**src/rtl/flow_hdr_pkg.sv**
```systemverilog
// Shared types and constants for the flow header builder.
// The IPV4_CSUM_EN macro enables the IPv4 header checksum pipeline.
package flow_hdr_pkg;

  typedef struct packed {
    logic [23:0] rsvd;
    logic [31:0] src_ip;
    logic [31:0] dst_ip;
    logic [15:0] src_port;
    logic [15:0] dst_port;
    logic [7:0]  proto;
  } flow_key_t;

  localparam logic [15:0] ETH_TYPE_IPV4 = 16'h0800;
  localparam logic [7:0]  PROTO_UDP     = 8'd17;
  localparam logic [7:0]  PROTO_TCP     = 8'd6;

  localparam int ETH_HDR_LEN = 14;
  localparam int IP_HDR_LEN  = 20;
  localparam int UDP_HDR_LEN = 8;
  localparam int TCP_HDR_LEN = 20;

  // Longest header (TCP, 54 B) rounded up to whole 8-byte beats
  localparam int MAX_BEATS = 7;

  typedef enum logic [1:0] {
    IDLE  = 2'd0,
    CSUM0 = 2'd1,
    CSUM1 = 2'd2,
    SEND  = 2'd3
  } state_t;

  function automatic logic [15:0] l4_hdr_len(input logic [7:0] p);
    if (p == PROTO_TCP)      return 16'(TCP_HDR_LEN);
    else if (p == PROTO_UDP) return 16'(UDP_HDR_LEN);
    else                     return 16'd0;
  endfunction

  function automatic logic [5:0] hdr_bytes(input logic [7:0] p);
    return 6'(ETH_HDR_LEN + IP_HDR_LEN) + 6'(l4_hdr_len(p));
  endfunction

  function automatic logic [2:0] last_beat(input logic [7:0] p);
    logic [5:0] n;
    n = hdr_bytes(p) - 6'd1;
    return n[5:3];
  endfunction

  function automatic logic [7:0] last_keep(input logic [7:0] p);
    logic [5:0] n;
    n = hdr_bytes(p);
    if (n[2:0] == 3'd0) return 8'hFF;
    else                return 8'((9'd1 << n[2:0]) - 9'd1);
  endfunction

endpackage

```
**src/rtl/flow_hdr_builder_ipv4_csum.sv**
```systemverilog
// Two-stage IPv4 header checksum: wide sum of the ten header words, then
// end-around-carry fold and invert. Only instantiated with IPV4_CSUM_EN.
module ipv4_csum (
  input  logic            clk,
  input  logic            rst_n,
  input  logic            start,
  input  logic [9:0][15:0] words,
  output logic [15:0]     csum
);
  localparam int STAGES = 1;

  logic [STAGES:0] vld_pipe;
  logic [STAGES:1] vld_q;
  logic [19:0]     sum;
  logic [19:0]     acc;
  logic [16:0]     f1;
  logic [15:0]     f2;

  // Stage-valid shift chain; bit 0 is the live start strobe
  always_comb vld_pipe = {vld_q, start};

  // Sum of ten 16-bit words fits in 20 bits; fold twice to absorb every carry
  always_comb begin
    sum = '0;
    for (int i = 0; i < 10; i++) sum = sum + {4'd0, words[i]};
    f1 = {1'b0, acc[15:0]} + {13'd0, acc[19:16]};
    f2 = f1[15:0] + {15'd0, f1[16]};
  end

  // Accumulate in the first stage, fold and invert in the second
  always_ff @(posedge clk or negedge rst_n) begin
    if (!rst_n) begin
      vld_q <= '0;
      acc   <= '0;
      csum  <= '0;
    end else begin
      vld_q <= vld_pipe[STAGES-1:0];
      if (vld_pipe[0]) acc  <= sum;
      if (vld_pipe[1]) csum <= ~f2;
    end
  end

endmodule

```
**src/rtl/flow_hdr_builder.sv**
```systemverilog
// Egress deparser: turns a flow key into an Ethernet/IPv4/(UDP|TCP) header
// streamed as 64-bit beats. Define IPV4_CSUM_EN to compute the IPv4
// checksum in-line (adds two cycles of latency); otherwise it is left 0.
module flow_hdr_builder
  import flow_hdr_pkg::*;
#(
  parameter int          DATA_WIDTH = 64,
  parameter logic [7:0]  IP_TTL     = 8'd64,
  parameter logic [7:0]  TCP_FLAGS  = 8'h18,
  parameter logic [15:0] TCP_WINDOW = 16'hFFFF
) (
  input  logic                    clk,
  input  logic                    rst_n,
  input  logic [127:0]            flow_key,
  input  logic                    valid_flow_key,
  output logic                    key_ready,
  input  logic [47:0]             src_mac,
  input  logic [47:0]             dst_mac,
  input  logic [15:0]             payload_len,
  output logic [DATA_WIDTH-1:0]   m_tdata,
  output logic [DATA_WIDTH/8-1:0] m_tkeep,
  output logic                    m_tvalid,
  output logic                    m_tlast,
  input  logic                    m_tready,
  output logic [15:0]             drop_cnt
);
  localparam int NB      = DATA_WIDTH / 8;
  localparam int PADW    = MAX_BEATS * DATA_WIDTH;
  localparam int HDR_W   = 8 * (ETH_HDR_LEN + IP_HDR_LEN + TCP_HDR_LEN);

  state_t    state;
  flow_key_t key_in;
  logic      unused_rsvd;

  logic [47:0] dmac_q, smac_q;
  logic [31:0] sip_q, dip_q;
  logic [15:0] sp_q, dp_q, plen_q, id_q, ip_id;
  logic [7:0]  proto_q;
  logic [2:0]  beat, nxt;

  logic [47:0] s_dmac, s_smac;
  logic [31:0] s_sip, s_dip;
  logic [15:0] s_sp, s_dp, s_plen, s_id;
  logic [7:0]  s_proto;
  logic [15:0] tot_len, udp_len, csum;
  logic [159:0] l4;
  logic [HDR_W-1:0] hdr;
  logic [PADW-1:0]  hdr_pad;
  logic [MAX_BEATS-1:0][DATA_WIDTH-1:0] beats;

  assign key_in      = flow_key;
  assign unused_rsvd = ^key_in.rsvd;
  assign key_ready   = (state == IDLE);
  assign nxt         = beat + 3'd1;

  // In IDLE the header is built from the live inputs so beat 0 can leave on
  // the accept edge; afterwards it comes from the latched copy.
  always_comb begin
    if (state == IDLE) begin
      s_dmac = dst_mac;         s_smac  = src_mac;
      s_sip  = key_in.src_ip;   s_dip   = key_in.dst_ip;
      s_sp   = key_in.src_port; s_dp    = key_in.dst_port;
      s_proto = key_in.proto;   s_plen  = payload_len;
      s_id   = ip_id;
    end else begin
      s_dmac = dmac_q;  s_smac  = smac_q;
      s_sip  = sip_q;   s_dip   = dip_q;
      s_sp   = sp_q;    s_dp    = dp_q;
      s_proto = proto_q; s_plen = plen_q;
      s_id   = id_q;
    end
  end

  // Header image in wire order (byte 0 in the MSBs), then sliced into beats
  always_comb begin
    tot_len = 16'(IP_HDR_LEN) + l4_hdr_len(s_proto) + s_plen;
    udp_len = 16'(UDP_HDR_LEN) + s_plen;
    if (s_proto == PROTO_TCP)
      l4 = {s_sp, s_dp, 32'h0, 32'h0, 8'h50, TCP_FLAGS, TCP_WINDOW, 16'h0, 16'h0};
    else if (s_proto == PROTO_UDP)
      l4 = {s_sp, s_dp, udp_len, 16'h0, 96'h0};
    else
      l4 = '0;
    hdr = {s_dmac, s_smac, ETH_TYPE_IPV4,
           8'h45, 8'h00, tot_len, s_id, 16'h4000, IP_TTL, s_proto, csum,
           s_sip, s_dip, l4};
    hdr_pad = {hdr, {(PADW-HDR_W){1'b0}}};
    beats = '0;
    for (int b = 0; b < MAX_BEATS; b++)
      for (int i = 0; i < NB; i++)
        beats[b][8*i +: 8] = hdr_pad[PADW-8-8*(b*NB+i) +: 8];
  end

`ifdef IPV4_CSUM_EN
  logic [9:0][15:0] csum_words;

  // Checksum covers the IPv4 header with its checksum field as zero
  always_comb csum_words = {16'h4500, tot_len, s_id, 16'h4000, IP_TTL, s_proto, 16'h0000,
                            s_sip[31:16], s_sip[15:0], s_dip[31:16], s_dip[15:0]};

  ipv4_csum u_csum (
    .clk   (clk),
    .rst_n (rst_n),
    .start (state == CSUM0),
    .words (csum_words),
    .csum  (csum)
  );
`else
  assign csum = 16'h0000;
`endif

  // Main FSM: accept/drop keys, sequence beats, hold outputs while stalled
  always_ff @(posedge clk or negedge rst_n) begin
    if (!rst_n) begin
      state    <= IDLE;
      m_tvalid <= 1'b0;
      m_tlast  <= 1'b0;
      m_tdata  <= '0;
      m_tkeep  <= '0;
      beat     <= '0;
      ip_id    <= '0;
      drop_cnt <= '0;
      dmac_q <= '0; smac_q <= '0; sip_q <= '0; dip_q <= '0;
      sp_q   <= '0; dp_q   <= '0; plen_q <= '0; id_q <= '0; proto_q <= '0;
    end else begin
      if (valid_flow_key && state != IDLE && drop_cnt != 16'hFFFF)
        drop_cnt <= drop_cnt + 16'd1;
      case (state)
        IDLE: if (valid_flow_key) begin
          dmac_q <= dst_mac;         smac_q  <= src_mac;
          sip_q  <= key_in.src_ip;   dip_q   <= key_in.dst_ip;
          sp_q   <= key_in.src_port; dp_q    <= key_in.dst_port;
          proto_q <= key_in.proto;   plen_q  <= payload_len;
          id_q   <= ip_id;
          ip_id  <= ip_id + 16'd1;
`ifdef IPV4_CSUM_EN
          state  <= CSUM0;
`else
          state    <= SEND;
          beat     <= '0;
          m_tvalid <= 1'b1;
          m_tlast  <= 1'b0;
          m_tkeep  <= '1;
          m_tdata  <= beats[0];
`endif
        end
`ifdef IPV4_CSUM_EN
        CSUM0: state <= CSUM1;
        CSUM1: begin
          state    <= SEND;
          beat     <= '0;
          m_tvalid <= 1'b1;
          m_tlast  <= 1'b0;
          m_tkeep  <= '1;
          m_tdata  <= beats[0];
        end
`endif
        SEND: if (m_tready) begin
          if (m_tlast) begin
            state    <= IDLE;
            m_tvalid <= 1'b0;
            m_tlast  <= 1'b0;
            m_tkeep  <= '0;
            m_tdata  <= '0;
          end else begin
            beat    <= nxt;
            m_tdata <= beats[nxt];
            m_tlast <= (nxt == last_beat(proto_q));
            m_tkeep <= (nxt == last_beat(proto_q)) ? last_keep(proto_q) : '1;
          end
        end
        default: state <= IDLE;
      endcase
    end
  end

endmodule

```
**config.mk**
```make
export PLATFORM = sky130hd
export DESIGN_NAME = flow_hdr_builder
export DESIGN_NICKNAME = d
export VERILOG_FILES = /design/src/rtl/flow_hdr_pkg.sv /design/src/rtl/flow_hdr_builder_ipv4_csum.sv /design/src/rtl/flow_hdr_builder.sv
export SDC_FILE = /design/constraint.sdc
export NUM_CORES = 1
export LEC_CHECK = 0
export ABC_AREA = 1
export CELL_PAD_IN_SITES_DETAIL_PLACEMENT = 1
export CELL_PAD_IN_SITES_GLOBAL_PLACEMENT = 2
export CORE_MARGIN = 8
export CORE_UTILIZATION = 30
export CTS_CLUSTER_SIZE = 14
export DETAILED_ROUTE_END_ITERATION = 7
export MAX_ROUTING_LAYER = met4
export PLACE_DENSITY = 0.85
export SLEW_MARGIN = 0
export SYNTH_ARGS = -nofsm -noshare
export SYNTH_HDL_FRONTEND = slang
export SYNTH_SLANG_ARGS = --single-unit
```
**constraint.sdc**
```tcl
create_clock -name clk -period 4.06 [get_ports clk]
set_input_delay 0.406 -clock clk [delete_from_list [all_inputs] [get_ports clk]]
set_output_delay 0.406 -clock clk [all_outputs]
set_load 0.01 [all_outputs]
```
==> flow_summary.toml, run 1 <==
[timing]
setup_violations = 0
finalSetupTns_ps = 0
fmax_ghz = 0.2749
slew_violations = 0
hold_ws_ps = 402.3
setup_slack_ps = 421.8
skew_ps = 17.81
hold_violations = 0
tightest_slew_ps = 1015
post-route-min-period_ps = 3638
fin_crit_sh_pct = 89.61
rsz0062_at_grt = "no"
slew_headroom_pct = 32.18

[floorplanning]
io_pins = 335
die_w_um = 264.2
std_cell_rows = 91
core_area_sq_mm = 0.06126
fp.dieArea_sq_mm = 0.06979
start_util_pct = 30.16
die_h_um = 264.2

[critical_path]
end_kind = "primary output"
reg2reg_depth = 19
crit_path_end = "key_ready"
crit_chain = "inv_4 -> buf_4 -> buf_4 -> clkdlybuf4s50_1"
path_class = "reg -> out"
cpPeakStageDelay_ps = 670
rrSetupSlack_ps = 520
reg2reg_from = "m_tvalid$_DFFE_PN0P_"
critPathMaxFanout = 52
cp.required_ps = 3650
cp-start-kind = "flip-flop"
cpMaxStageDelayCell = "dfrtp_4"
timing.rr.end = "m_tdata[7]$_DFFE_PN0P_"
arrival_ps = 3230
worstSetupStartpoint = "m_tvalid$_DFFE_PN0P_"
cpMostUsedCell = "buf_4"

[pwr]
peakVddDrop_mv = 0.4258
power_density_mw_per_mm2 = 831.1
p_leak_nw = 10.84

[placed_design]
io_buffers = 310
finalWeightedCongestion = 0.9284
place_hpwl_um = 54780
place_ws_ps = 493.4
placed_cell_area_sq_mm = 0.02217
dpl.cell_count = 3485

[clock_tree]
cts_tree = "done"
h-tree-depth = 2
clkLatencyLatePin_ps = 580
cts_root_buf = "clkbuf_16"
postCtsResizedCells = 0
ctsHoldBuffers = 1
cts_setup_buffers = 0
numClockSinks = 336
clockBufferDepth = 3
numCtsBuffers = 43
clkTransAtPathRegs_ps = 60

[synth]
synth_area_leaders = "dfrtp_1 46%, nand2_1 16%, o21ai_0 9.2%, inv_1 4.2%, a21oi_1 4.2%"
synth_seq_cells = 336
synthArstFlopShare_pct = 100.0
ys.warnings.count = 0
yosysTopAreaCell = "dfrtp_1"
synth_top_area_share_pct = 45.51
ys_types = 48
synth_nets = 2769
ys.flop_type = "dfrtp_1"
synthCells = 2514
avgSynthCellArea_sq_um = 7.349
seq_area_frac_synth_pct = 45.51
synth-edff-count = 0
netlist_area_sq_mm = 0.01848

[global_routing]
grt_pass1_vias = 19600
grt.total_usage_pct = 22.27
grt_max_degree = 212
grt_pass1_wl_um = 119200
grt_overflow_total = 0
antenna_found_initial = 9

[final_layout]
layout-drive-gt1-share_pct = 5.950
fin_nets = 2996
final_cell_mix = "791 x nand2_1, 338 x o21ai_0, 334 x dfrtp_1"
design_area_sq_mm = 0.02360
area_growth_pct = 27.72
fin_cells = 3571
mostFrequentLayoutCell = "nand2_1"
nFillCells = 7428

[detailed_routing]
drc = 0
dr.pass1.iters = 5
vias = 18440
wl_per_cell_um = 21.63
drtIter0Drc = 1330
via_per_inst = 5.164
wl_um = 77260
ant_nets = 0

[run_status]
status = "finished, final reports clean"

[min_path]
hp-class = "in -> reg"

[flow_run]
maxCapViolations = 0
worst min-delay path by stage:
stage | from | to | slack [ps] | cells past startpoint
finish | flow_key[101] | sip_q[29]$_DFFE_PN0P_ | 400 | 3
global route | flow_key[49] | dip_q[9]$_DFFE_PN0P_ | 400 | 3
CTS | flow_key[101] | sip_q[29]$_DFFE_PN0P_ | 370 | 3
detailed placement | smac_q[2]$_DFFE_PN0P_ | smac_q[2]$_DFFE_PN0P_ | 470 | 2
global placement | plen_q[1]$_DFFE_PN0P_ | plen_q[1]$_DFFE_PN0P_ | 460 | 2
floorplan | rst_n | beat[0]$_DFFE_PN0P_ | 110 | 0
metrics by stage:
step           utilization, %  total power [W]
4_1_cts                 38.49          0.01974
3_3_place_gp            36.19          0.01542
5_1_grt                 38.52          0.02108
6_report                38.52          0.01961
3_5_place_dp            36.19          0.01575
2_1_floorplan               -          0.01168
worst max-delay path: cells and delay by family (launching register included):
kind | cells | cell delay (ps)
buf+inv | 4 | 1840
flops | 1 | 670
area by class of cell:
cell class / count / area, sq um / share of cell area [%]
Sequential cell: 336 / 8413 / 35.65
Clock buffer: 66 / 1285 / 5.445
Clock inverter: 11 / 113.9 / 0.4825
Tap cell: 790 / 988.4 / 4.189
Inverter: 213 / 802.0 / 3.399
Antenna cell: 8 / 20.02 / 0.08484
Multi-Input combinational cell: 1794 / 8467 / 35.88
Timing Repair Buffer: 353 / 3508 / 14.87
report_power, final:
part           total (W)  switching, W  internal [W]
clock            0.00388       0.00158       0.00230
combinational    0.00977       0.00635       0.00342
sequential       0.00596       0.00102       0.00494
total             0.0196       0.00895        0.0107
routing by layer:
layer,vias to the layer above,routed length [um],track usage [%]
li1,8620,-,-
met1,9262,35320,29.00
met2,445,36260,35.53
met3,113,3521,3.524
met4,0,2149,6.794
met5,-,0,-
cell families after synthesis:
group	after synthesis	share of synthesized area, %
AOI/OAI and AO/OA	623	18.33
and+or+nand+nor	1123	24.78
adders and majority gates	11	0.7855
buffers and inverters	384	8.817
DFF	336	45.51
muxes	2	0.1151
xor gates and xnor gates	35	1.659
registers in the layout, indices dropped and copies added (netlist names):
name,count
id_q,16
drop_cnt,16
dip_q,32
smac_q,48
ip_id,16
dmac_q,48
dp_q,16
m_tdata,64
m_tvalid,1
proto_q,8
m_tkeep,3
plen_q,16
sip_q,32
sp_q,16
m_tlast,1
beat,3
Yosys cell counts, drive strengths merged (3+ instances only):
cell type	number
nand2	808
o21ai	384
dfrtp	336
inv	209
nor2	172
a21oi	156
nand3	99
clkbuf	98
buf	73
xor2	30
nand4	26
a221oi	16
o221ai	15
ha	10
nor3	9
a31oi	8
o211ai	8
o31ai	8
a22oi	7
a211oi	6
o22ai	6
xnor2	5
clkinv	4
nor4	4
or2	4
o2111ai	3
o21a	3
(Power assumes the default switching activity.)
==> run 2: changes to the inputs <==
--- a/config.mk
+++ b/config.mk
@@ -14,6 +14,7 @@
 export DETAILED_ROUTE_END_ITERATION = 7
 export MAX_ROUTING_LAYER = met4
 export PLACE_DENSITY = 0.85
+export SETUP_SLACK_MARGIN = 0.4
 export SLEW_MARGIN = 0
 export SYNTH_ARGS = -nofsm -noshare
 export SYNTH_HDL_FRONTEND = slang
==> flow_summary.toml, run 2 (synthesized netlist as in run 1, its figures left out) <==
[timing]
setup_violations = 0
fmax_ghz = 0.2931
slew_violations = 0
post-route-min-period_ps = 3412
rsz0062_at_grt = "no"
hold_violations = 0
slew_headroom_pct = 32.23
tightest_slew_ps = 1014
fin_crit_sh_pct = 84.05
finalSetupTns_ps = 0
skew_ps = 17.23

[detailed_routing]
vias = 18500
drtIter0Drc = 1351
ant_nets = 0
routed-wl-met2_um = 36260
via_per_inst = 5.177
highest_layer = "met4"
wl_per_cell_um = 21.66
drc = 0
wl_um = 77380
dr.pass1.iters = 5
met1Wirelength_um = 35450
wl_met3_um = 3517

[critical_path]
reg2reg_from = "m_tvalid$_DFFE_PN0P_"
path_buf_inv = 4
arrival_ps = 3010
critPathMaxFanout = 52
worstSetupStartpoint = "m_tvalid$_DFFE_PN0P_"
cpPeakStageDelay_ps = 670
cp.required_ps = 3650
path_class = "reg -> out"
crit_chain = "inv_4 -> buf_6 -> buf_4 -> clkdlybuf4s50_1"
cpMaxStageDelayCell = "clkdlybuf4s50_1"
end_kind = "primary output"
crit_family = "buffers and inverters"
cp-start-kind = "flip-flop"

[final_layout]
area_growth_pct = 27.90
reg_top3 = "m_tdata x64, dmac_q x48, smac_q x48"
largest_register_ffs = 64
layout-drive-gt1-share_pct = 5.984
top_register = "m_tdata"
fin_nets = 2997
mostFrequentLayoutCell = "nand2_1"
final_cell_mix = "791 x nand2_1, 338 x o21ai_0, 334 x dfrtp_1"

[global_routing]
grt.total_usage_pct = 22.27
antenna_found_initial = 9
grt_pass1_wl_um = 119200
grt_max_degree = 212
grt_pass1_vias = 19600
grt_overflow_total = 0

[floorplanning]
fp.dieArea_sq_mm = 0.06979
io_pins = 335
die_h_um = 264.2
start_util_pct = 30.16
die_w_um = 264.2
std_cell_rows = 91
core_area_sq_mm = 0.06126

[placed_design]
io_buffers = 310
finalWeightedCongestion = 0.9284
place_hpwl_um = 54780

[min_path]
hold_path_startpoint = "flow_key[101]"
hp-class = "in -> reg"

[clock_tree]
clkTransAtPathRegs_ps = 60
h-tree-depth = 2
cts_root_buf = "clkbuf_16"
clockBufferDepth = 3
clkLatencyLatePin_ps = 580
cts_tree = "done"
numCtsBuffers = 43
numClockSinks = 336

[pwr]
power_density_mw_per_mm2 = 831.1
p_leak_nw = 10.85
peakVddDrop_mv = 0.4278
power_w = 0.01964

[run_status]
status = "finished, final reports clean"

[flow_run]
maxCapViolations = 0
==> run 2: cell count changes in the layout (fill, tap and decap cells not counted) <==
cell	before	now
buf_16	0	1
diode_2	8	9
buf_6	0	1
buf_4	36	35
==> run 2: report_power, final <==
group / switching [W] / internal (W) / leakage, nW / total (W)
clock: 0.00157 / 0.00230 / 0.684 / 0.00388
combinational: 0.00638 / 0.00344 / 6.08 / 0.00982
sequential: 0.00100 / 0.00495 / 4.09 / 0.00595
total: 0.00895 / 0.0107 / 10.9 / 0.0196
==> run 2: layout make-up <==
class	instances	area, sq um
flip-flops and latches	336	8413
clock inverters	11	113.9
fillers	7423	37620
inverters	213	802.0
clock buffers	66	1285
well taps	790	988.4
diodes	9	22.52
repair buffers	354	3540
multi-input cells	1794	8467
==> run 2: path summary, 6_finish.rpt <==
path	end	slack, ps	depth (start not counted)
max	key_ready	650	4
min	sip_q[29]$_DFFE_PN0P_	400	3
max reg2reg	m_tdata[7]$_DFFE_PN0P_	700	20
min reg2reg	smac_q[2]$_DFFE_PN0P_	480	2
max in group asynchronous	sip_q[23]$_DFFE_PN0P_	2570	3
min in group asynchronous	dmac_q[14]$_DFFE_PN0P_	420	2
==> run 2: per-stage QoR <==
| step | worst slack, ps | instance area [sq um] | hold WS [ps] | instances | utilization [%] |
|---|---|---|---|---|---|
| 5_1_grt | 459.0 | 23630 | 399.6 | 3572 | 38.57 |
| 3_3_place_gp | 522.1 | 22170 | 460.3 | 3485 | 36.19 |
| 4_1_cts | 467.6 | 23580 | 371.5 | 3563 | 38.49 |
| 6_report | 647.6 | 23630 | 401.9 | 3573 | 38.58 |
| 2_1_floorplan | 1126 | 18480 | 110.4 | 2514 | - |
| 3_5_place_dp | 493.4 | 22170 | 465.5 | 3485 | 36.19 |
==> run 2: worst min-delay path: stages <==
cell             delay [ps]
clkdlybuf4s50_1         420
nand2_1                  70
nand2_1                  40
==> run 2: routing by layer <==
layer,global-route usage (%),vias to the layer above
met5,-,-
met4,6.794,0
met3,3.524,114
met2,35.53,427
met1,29.00,9331
li1,-,8627
==> run 2: what timing repair did <==
item,in CTS,in global routing
endpoints found under the setup margin,0,4
hold buffers,1,0
hold endpoints to repair,71,0
resized for setup,0,1
buffers inserted,0,1
==> run 3: changes to the inputs <==
--- a/config.mk
+++ b/config.mk
@@ -9,11 +9,11 @@
 export CELL_PAD_IN_SITES_DETAIL_PLACEMENT = 1
 export CELL_PAD_IN_SITES_GLOBAL_PLACEMENT = 2
 export CORE_MARGIN = 8
-export CORE_UTILIZATION = 30
+export CORE_UTILIZATION = 27
 export CTS_CLUSTER_SIZE = 14
 export DETAILED_ROUTE_END_ITERATION = 7
 export MAX_ROUTING_LAYER = met4
-export PLACE_DENSITY = 0.85
+export PLACE_DENSITY = 0.81
 export SETUP_SLACK_MARGIN = 0.4
 export SLEW_MARGIN = 0
 export SYNTH_ARGS = -nofsm -noshare
==> constraint.sdc (replaced) <==
create_clock -name clk -period 3 [get_ports clk]
set_input_delay 0.3 -clock clk [delete_from_list [all_inputs] [get_ports clk]]
set_output_delay 0.3 -clock clk [all_outputs]
set_load 0.01 [all_outputs]
==> flow_summary.toml, run 3 (synthesized netlist as in run 1, its figures left out) <==
[run_status]
status = "complete, but fails checks"
violations = "negative setup slack"

[critical_path]
cp.required_ps = 3520
end_kind = "flip-flop"
rrSetupSlack_ps = -240
arrival_ps = 3760
cp-start-kind = "flip-flop"
path_class = "reg -> reg"
reg2reg_from = "m_tvalid$_DFFE_PN0P_"
reg2reg_depth = 21
timing.rr.end = "m_tdata[5]$_DFFE_PN0P_"
critPathMaxFanout = 6

[timing]
setup_violations = 9
fmax_ghz = 0.3084
post-route-min-period_ps = 3242
rsz0062_at_grt = "yes"
tightest_slew_ps = 958.5
fin_crit_sh_pct = 108.1
slew_headroom_pct = 36.10
hold_violations = 0
setup_slack_ps = -242.4
slew_violations = 0
skew_ps = 30.08

[detailed_routing]
drc = 0
via_per_inst = 5.080
dr.pass1.iters = 5
vias = 19010
wl_per_cell_um = 22.24
ant_nets = 0
wl_um = 83210
drtIter0Drc = 1617

[global_routing]
met2_usage_pct = 33.51
grt_overflow_total = 0
grt_max_degree = 211
met1_usage_pct = 28.04
grt.total_usage_pct = 21.39
grt_pass1_wl_um = 125500
top_usage_layer = "met2"
grt_pass1_vias = 19930
antenna_found_initial = 15
grt_util_met3_pct = 3.916

[placed_design]
io_buffers = 310
dpl.cell_count = 3626
place_hpwl_um = 58340
finalWeightedCongestion = 0.8919
place_ws_ps = -349.3

[floorplanning]
die_h_um = 277.6
start_util_pct = 27.08
std_cell_rows = 96
die_w_um = 277.6
core_area_sq_mm = 0.06823
fp.dieArea_sq_mm = 0.07706
io_pins = 335

[final_layout]
fin_cells = 3742
fin_nets = 3069
largest_register_ffs = 64
area_growth_pct = 35.71
mostFrequentLayoutCell = "nand2_1"
layout-drive-gt1-share_pct = 10.68
top_register = "m_tdata"
nFillCells = 8241
ff_latch_area_sq_mm = 0.008413
multi_input_area_sq_mm = 0.008886
final_cell_mix = "773 x nand2_1, 334 x dfrtp_1, 328 x o21ai_0"
reg_top3 = "m_tdata x64, dmac_q x48, smac_q x48"

[clock_tree]
cts_tree = "done"
cts_root_buf = "clkbuf_16"
clkTransAtPathRegs_ps = 60
clkLatencyLatePin_ps = 590
clockBufferDepth = 3
numClockSinks = 336
h-tree-depth = 2
numCtsBuffers = 44

[min_path]
hp-class = "in -> async"

[pwr]
peakVddDrop_mv = 0.4911
power_density_mw_per_mm2 = 1149
p_leak_nw = 11.43

[flow_run]
maxCapViolations = 0
-- run 3: cell count changes in the layout (fill, tap and decap cells not counted), sizes merged --
cell / previous run / this run
buf: 44 / 112
diode: 9 / 14
bufinv: 2 / 6
clkbuf: 66 / 69
clkinv: 9 / 6
clkinvlp: 2 / 0
bufbuf: 0 / 1
inv: 211 / 212
-- run 3: how the worst max path moves through the flow --
| stage | from | to | slack (ps) | cells past startpoint |
|---|---|---|---|---|
| final | m_tvalid$_DFFE_PN0P_ | m_tdata[5]$_DFFE_PN0P_ | -240 | 21 |
| after global routing | m_tvalid$_DFFE_PN0P_ | m_tdata[7]$_DFFE_PN0P_ | -350 | 22 |
| after CTS | m_tvalid$_DFFE_PN0P_ | m_tdata[7]$_DFFE_PN0P_ | -40 | 24 |
| after detailed placement | flow_key[5] | m_tdata[7]$_DFFE_PN0P_ | -350 | 22 |
| after global placement | flow_key[1] | m_tdata[7]$_DFFE_PN0P_ | -240 | 23 |
| after floorplan | m_tvalid$_DFFE_PN0P_ | m_tdata[7]$_DFFE_PN0P_ | 190 | 22 |
-- run 3: per-stage QoR --
stage               area, sq um  utilization, %  total power, W  hold WS (ps)  setup TNS, ps
finish                    25080           36.75         0.02882         261.4          -1141
global route              25080           36.75         0.03082         295.4          -2387
CTS                       24640           36.12         0.02839         259.0         -41.64
detailed placement        22740           33.32         0.02209         288.0          -1664
global placement          22740           33.32         0.02167         279.2         -856.5
floorplan                 18510               -         0.01584         4.409              0
-- run 3: cell type report --
cell class	instances	area share (%)
Antenna cell	14	0.1397
Clock buffer	67	5.219
Clock inverter	11	0.8483
Inverter	213	3.218
Multi-Input combinational cell	1794	35.44
Sequential cell	336	33.55
Tap cell	882	4.401
Timing Repair Buffer	425	17.18
-- run 3: report_power, final --
part | switching, W | total, W | internal (W)
Clock | 0.00213 | 0.00564 | 0.00351
Combinational | 0.00941 | 0.0151 | 0.00567
Sequential | 0.00140 | 0.00809 | 0.00670
-- run 3: metal layers --
metal | wire [um] | part of all wire [%] | up-vias
met4 | 2341 | 2.8 | 0
li1 | - | - | 8780
met3 | 4325 | 5.2 | 124
met5 | 0 | 0 | -
met2 | 39090 | 47 | 522
met1 | 37450 | 45 | 9583
-- run 3: critical path: stages (launching register included) --
cell and delay [ps]:
dfrtp_4 550, buf_8 170, o21ai_4 210, nand2_2 110
nor2_4 110, nand2_2 100, ha_4 170, inv_2 50
ha_4 120, inv_2 40, fa_2 410, inv_2 90
nand2_2 60, nand2_2 70, nand2_2 70, nor2_4 180
buf_4 140, buf_6 90, a21oi_2 40, o21ai_1 150
nand3_1 100, a21oi_2 160
-- run 3: timing repair --
| item | in CTS | in global routing |
|---|---|---|
| gates cloned | 1 | 2 |
| pin swaps | 21 | 25 |
| setup endpoints to repair | 110 | 50 |
| hold buffers | 1 | 0 |
| endpoints found under the hold margin | 52 | 0 |
| buffers inserted | 12 | 8 |
| resized for setup | 58 | 65 |
